### config.mk
export PLATFORM = sky130hd
export DESIGN_NAME = apb_timer_slave
export DESIGN_NICKNAME = d
export VERILOG_FILES = /design/src/rtl/apb_timer_slave.sv
export SDC_FILE = /design/constraint.sdc
export NUM_CORES = 1
export LEC_CHECK = 0
export CORE_UTILIZATION = 50
export CTS_BUF_LIST = sky130_fd_sc_hd__clkbuf_4 sky130_fd_sc_hd__clkbuf_8
export DETAILED_ROUTE_END_ITERATION = 10
export PLACE_DENSITY = 0.75
export SETUP_SLACK_MARGIN = 0.4
export SYNTH_ARGS = -nofsm -noshare
export SYNTH_HDL_FRONTEND = slang
export SYNTH_SLANG_ARGS = --single-unit
### constraint.sdc
create_clock -name HCLK -period 3.12 [get_ports HCLK]
set_input_delay 0.468 -clock HCLK [delete_from_list [all_inputs] [get_ports HCLK]]
set_output_delay 0.468 -clock HCLK [all_outputs]
set_load 0.1 [all_outputs]
### src/rtl/apb_timer_slave.sv
// APB completer with a 32-bit prescaled down-counter timer, wait states and interrupt.
// Optional APB_TIMER_ERR_EN: illegal accesses complete with PSLVERR=1.
module apb_timer_slave #(
  parameter int unsigned ADDR_WIDTH  = 32,
  parameter int unsigned DATA_WIDTH  = 32,
  parameter int unsigned WAIT_STATES = 0
) (
  input  logic                  HCLK,
  input  logic                  HRESETn,
  input  logic                  PSEL,
  input  logic                  PENABLE,
  input  logic                  PWRITE,
  input  logic [ADDR_WIDTH-1:0] PADDR,
  input  logic [DATA_WIDTH-1:0] PWDATA,
  output logic [DATA_WIDTH-1:0] PRDATA,
  output logic                  PREADY,
  output logic                  PSLVERR,
  output logic                  IRQ
);

  localparam logic [7:0] OffCtrl     = 8'h00;
  localparam logic [7:0] OffLoad     = 8'h04;
  localparam logic [7:0] OffValue    = 8'h08;
  localparam logic [7:0] OffStatus   = 8'h0C;
  localparam logic [7:0] OffPrescale = 8'h10;
  localparam logic [3:0] WaitInit    = 4'(WAIT_STATES);

  typedef enum logic [0:0] {StIdle, StAccess} state_e;

  state_e                  state_q;
  logic [3:0]              wait_q;
  logic                    en_q, en_d, reload_q, reload_d, ie_q, ie_d, exp_q, exp_d;
  logic [DATA_WIDTH-1:0]   load_q, load_d, value_q, value_d;
  logic [7:0]              prescale_q, prescale_d, pcnt_q, pcnt_d;
  logic [7:0]              off;
  logic                    addr_ok, legal, access_done, wr_en;
  logic                    tick, expire;
  logic [DATA_WIDTH-1:0]   rdata_d;
  logic                    err_d;
  logic                    unused_paddr;

  assign off          = PADDR[7:0];
  assign unused_paddr = ^PADDR[ADDR_WIDTH-1:8];

  always_comb begin
    addr_ok = 1'b0;
    case (off)
      OffCtrl, OffLoad, OffValue, OffStatus, OffPrescale: addr_ok = 1'b1;
      default:                                            addr_ok = 1'b0;
    endcase
  end

  assign legal       = addr_ok && !(PWRITE && (off == OffValue));
  assign access_done = (state_q == StAccess) && PREADY && PSEL && PENABLE;
  assign wr_en       = access_done && PWRITE && legal;

  // Timer next state; bus writes are applied last so they win over the timer.
  always_comb begin
    en_d       = en_q;
    reload_d   = reload_q;
    ie_d       = ie_q;
    exp_d      = exp_q;
    load_d     = load_q;
    value_d    = value_q;
    prescale_d = prescale_q;
    pcnt_d     = pcnt_q;
    tick       = en_q && (pcnt_q == prescale_q);
    expire     = tick && (value_q == '0);

    if (en_q) pcnt_d = tick ? 8'd0 : pcnt_q + 8'd1;
    if (tick) begin
      if (value_q != '0)  value_d = value_q - 1'b1;
      else if (reload_q)  value_d = load_q;
      else                en_d    = 1'b0;
    end
    if (expire) exp_d = 1'b1;

    if (wr_en) begin
      case (off)
        OffCtrl: begin
          en_d     = PWDATA[0];
          reload_d = PWDATA[1];
          ie_d     = PWDATA[2];
          if (PWDATA[0] && !en_q) pcnt_d = 8'd0;
        end
        OffLoad: begin
          load_d  = PWDATA;
          value_d = PWDATA;
        end
        OffStatus:   if (PWDATA[0] && !expire) exp_d = 1'b0;
        OffPrescale: prescale_d = PWDATA[7:0];
        default: ;
      endcase
    end
  end

  // Read data is taken from next-state values so it shows the register during the PREADY cycle.
  always_comb begin
    rdata_d = '0;
    if (!PWRITE && legal) begin
      case (off)
        OffCtrl:     rdata_d = {{(DATA_WIDTH-3){1'b0}}, ie_d, reload_d, en_d};
        OffLoad:     rdata_d = load_d;
        OffValue:    rdata_d = value_d;
        OffStatus:   rdata_d = {{(DATA_WIDTH-1){1'b0}}, exp_d};
        OffPrescale: rdata_d = {{(DATA_WIDTH-8){1'b0}}, prescale_d};
        default:     rdata_d = '0;
      endcase
    end
`ifdef APB_TIMER_ERR_EN
    err_d = !legal;
`else
    err_d = 1'b0;
`endif
  end

  // APB FSM with registered response outputs.
  always_ff @(posedge HCLK or negedge HRESETn) begin
    if (!HRESETn) begin
      state_q <= StIdle;
      wait_q  <= 4'd0;
      PREADY  <= 1'b0;
      PRDATA  <= '0;
      PSLVERR <= 1'b0;
    end else begin
      case (state_q)
        StIdle: begin
          if (PSEL && !PENABLE) begin
            state_q <= StAccess;
            wait_q  <= WaitInit;
            if (WaitInit == 4'd0) begin
              PREADY  <= 1'b1;
              PRDATA  <= rdata_d;
              PSLVERR <= err_d;
            end
          end
        end
        StAccess: begin
          if (!PSEL || PREADY) begin
            state_q <= StIdle;
            PREADY  <= 1'b0;
            PRDATA  <= '0;
            PSLVERR <= 1'b0;
          end else begin
            wait_q <= wait_q - 4'd1;
            if (wait_q == 4'd1) begin
              PREADY  <= 1'b1;
              PRDATA  <= rdata_d;
              PSLVERR <= err_d;
            end
          end
        end
        default: state_q <= StIdle;
      endcase
    end
  end

  always_ff @(posedge HCLK or negedge HRESETn) begin
    if (!HRESETn) begin
      en_q       <= 1'b0;
      reload_q   <= 1'b0;
      ie_q       <= 1'b0;
      exp_q      <= 1'b0;
      load_q     <= '0;
      value_q    <= '0;
      prescale_q <= 8'd0;
      pcnt_q     <= 8'd0;
      IRQ        <= 1'b0;
    end else begin
      en_q       <= en_d;
      reload_q   <= reload_d;
      ie_q       <= ie_d;
      exp_q      <= exp_d;
      load_q     <= load_d;
      value_q    <= value_d;
      prescale_q <= prescale_d;
      pcnt_q     <= pcnt_d;
      IRQ        <= exp_q && ie_q;
    end
  end

endmodule

==> flow_summary.json <==
{
  "synthTopCellsByArea": "dfrtp_1 (46%), nand2_1 (7.3%), o21ai_0 (4.1%), nor2_1 (3.3%), a22oi_1 (3.0%)",
  "whs_ns": 0.06647,
  "synth_xor_area_frac": 0.01959,
  "yosysWarnings": 0,
  "ys_seq_elements": 123,
  "min_path_type": "primary input to asynchronous set/reset pin",
  "fin_crit_ns": 2.748,
  "gr-total-overflow": 0,
  "slew_viol_final": 0,
  "relSlewSlack": 0.4950,
  "drt_iter0_drc": 757,
  "remaining_drc_errors": 0,
  "r2r_end": "value_q[25]$_DFF_PN0_",
  "fin_crit_sh": 0.8809,
  "setup_viol": 0,
  "ir_worst_vdd_mv": 0.3178,
  "ant_nets": 0,
  "grt-busiest-layer": "met2",
  "cp.arrival_ns": 3.09,
  "synth_top_cell_by_area": "dfrtp_1",
  "synthToLayoutAreaGrowth_pct": 29.91,
  "cp.depth": 7,
  "critPathTopFamily": "simple AND/OR/NAND/NOR gates",
  "grt_use_met3": 0.05911,
  "clock_sinks": 123,
  "p_per_area_nw_per_um2": 442.2,
  "ys_seq_area_frac": 0.4590,
  "critical_path_class": "register to register",
  "muxShareOfSynthArea": 0.04217,
  "cpPeakStageDelay_ns": 0.54,
  "synthAdderAreaFrac": 0.009330,
  "hold_violations": 0,
  "wl_um": 20320,
  "yosysUniqueCellTypes": 61,
  "tritoncts": "yes",
  "tns_ns": 0,
  "gp_congestion": 0.8997,
  "ys.flop_type": "dfrtp_1",
  "first_pass_iters": 5,
  "regArea_um2": 3080,
  "layout_commonest_cell": "nand2_1",
  "multiInputGateArea_um2": 3611,
  "die_w_um": 117.8,
  "use_met2": 0.4566,
  "endpoint_kind": "register",
  "fp.dieH_um": 117.8,
  "io_pins": 104,
  "wl_per_cell_um": 19.15,
  "synth-compound-area-share": 0.2062,
  "grt_max_degree": 54,
  "crit_path_max_fanout": 7,
  "fin_nets": 950,
  "run_status": "finished, final reports clean",
  "synth_top_family_by_area": "simple AND/OR/NAND/NOR gates",
  "cp_num_buf_inv": 1,
  "grt_pass1_vias": 6291,
  "die-area_um2": 13880,
  "coreArea_um2": 12820,
  "grt_usage": 0.2975,
  "synth-simple-area-share": 0.2234,
  "vias": 6531,
  "clkTransAtPathRegs_ns": 0.08,
  "endpoint": "value_q[25]$_DFF_PN0_",
  "synth.top_cell.area_share": 0.4590,
  "cp.required_ns": 3.46,
  "cts-root-buf": "clkbuf_8",
  "setup.worst_path.start": "value_q[19]$_DFF_PN0_",
  "synth_edf_count": 0,
  "critPathSlowestCell": "or4_4",
  "r2r_cells": 7,
  "postSynthAreaPerCell_um2": 8.881,
  "worst_slew_pin_slew_ns": 0.7575,
  "p_leak_nw": 3.922,
  "synth.cell_area_um2": 6705,
  "antenna_found_initial": 0,
  "max_freq_mhz": 363.8,
  "drive_above_1_share": 0.2373,
  "path_cells": "or4_4, or3_4, buf_8, or3_4, or4_4, a22oi_2, a21oi_1",
  "cts_hold_buf": 0,
  "via_per_inst": 6.156,
  "clk_latency_ns": 0.46,
  "async_flop_share": 1.000,
  "maxCapViolations": 0,
  "place_hpwl_um": 13660,
  "grt_first_pass_wirelength_um": 32420,
  "nFillCells": 1030,
  "r2r_slack_ns": 0.37,
  "cts_max_path_buffers": 2,
  "num_rows": 41,
  "syn-instance-count": 755,
  "start_util": 0.5228,
  "htree_levels": 4,
  "cts_buffers": 17,
  "n_antenna_cell": 0,
  "final_cell_mix": "nand2_1 (130), dfrtp_1 (121), buf_4 (94)",
  "rsz0062_at_grt": "true",
  "syn-num-nets": 829,
  "met1_usage": 0.4128,
  "start_kind": "register",
  "reg2reg_from": "value_q[19]$_DFF_PN0_",
  "skew_ns": 0.01419,
  "port_buffers": 78
}
-- Yosys cell counts (5+ instances only) --
cell      instances
nand2_1         130
dfrtp_1         123
nor2_1           59
o21ai_0          55
clkbuf_1         39
a21oi_1          29
a22oi_1          27
mux2_2           18
nand3_1          18
nor3_1           17
inv_1            15
nor4_1           15
or3_1            13
o31ai_1          12
or4_1            12
xor2_1           12
a21o_1            9
a22o_1            9
nand4_1           9
a211oi_1          8
a31oi_1           8
mux2i_1           8
and3_1            7
o21a_1            7
a32o_1            6
o21ai_1           6
buf_1             5
ha_1              5
nor2b_1           5
-- registers in the layout, indices dropped and copies added, names as in the netlist --
signal and count:
ie_q 1, en_q 1, exp_q 1, PRDATA 32, wait_q 4, pcnt_q 8
IRQ 1, value_q 32, state_q 1, PREADY 1, prescale_q 8, load_q 32
reload_q 1
-- repair_timing --
item                       CTS  global route
gates cloned                 0             2
setup buffers                6            12
gates resized for setup     19            50
setup endpoints to repair   28            48
pin swaps                    9            20
-- cells by family (layout without fill, tap and decap cells) --
group	Yosys count	in the layout
multiplexers	26	26
other	1	1
XOR/XNOR	15	15
AND/OR/NAND/NOR	312	312
flip-flops	123	123
AO/OA/AOI/OAI	208	208
adder cells (fa/ha/maj)	5	5
buffers and inverters	65	199
-- per-stage QoR --
stage	cell area [um2]	worst slack [ns]	utilization	cells	total power, mW
floorplan	6714	0.3982	-	755	2.207
global placement	7885	0.1318	0.6148	1009	2.418
detailed placement	7885	0.1035	0.6148	1009	2.456
CTS	8398	0.3781	0.6548	1047	3.814
global route	8711	0.3022	0.6792	1061	4.022
finish	8711	0.3715	0.6792	1061	3.852
-- worst reg2reg max path, delay by kind of cell (launching register included) --
family,cells,cell delay [ns]
DFF,1,0.40
buffers and inverters,1,0.15
and+or+nand+nor,4,1.76
AOI/OAI and AO/OA,2,0.32
-- power breakdown --
part	internal [mW]	switching [mW]	total [mW]
Combinational	0.304	0.402	0.706
Clock	0.650	0.684	1.33
Sequential	1.69	0.124	1.81
Total	2.64	1.21	3.85
-- metal layers --
metal	up-vias	wire [um]
li1	2991	-
met1	3187	9057
met2	318	9327
met3	35	1555
met4	0	374
met5	-	0
-- worst min path at each step --
stage / from / endpoint / slack, ns
after floorplan: HRESETn / IRQ$_DFF_PN0_ / 0.17
after global placement: PRDATA[4]$_DFFE_PN0P_ / PRDATA[4]$_DFFE_PN0P_ / 0.49
after detailed placement: load_q[23]$_DFF_PN0_ / load_q[23]$_DFF_PN0_ / 0.50
after CTS: HRESETn / prescale_q[1]$_DFF_PN0_ / 0.08
after global routing: HRESETn / IRQ$_DFF_PN0_ / 0.11
final: HRESETn / IRQ$_DFF_PN0_ / 0.07
-- area by class of cell --
| class | instances | area share |
|---|---|---|
| Inverter | 15 | 0.006464 |
| Clock inverter | 14 | 0.01422 |
| Clock buffer | 18 | 0.02844 |
| Timing Repair Buffer | 152 | 0.1580 |
| Multi-Input combinational cell | 567 | 0.4145 |
| Tap cell | 172 | 0.02471 |
| Sequential cell | 123 | 0.3536 |
Note: power is estimated with default switching activity, not from simulation.
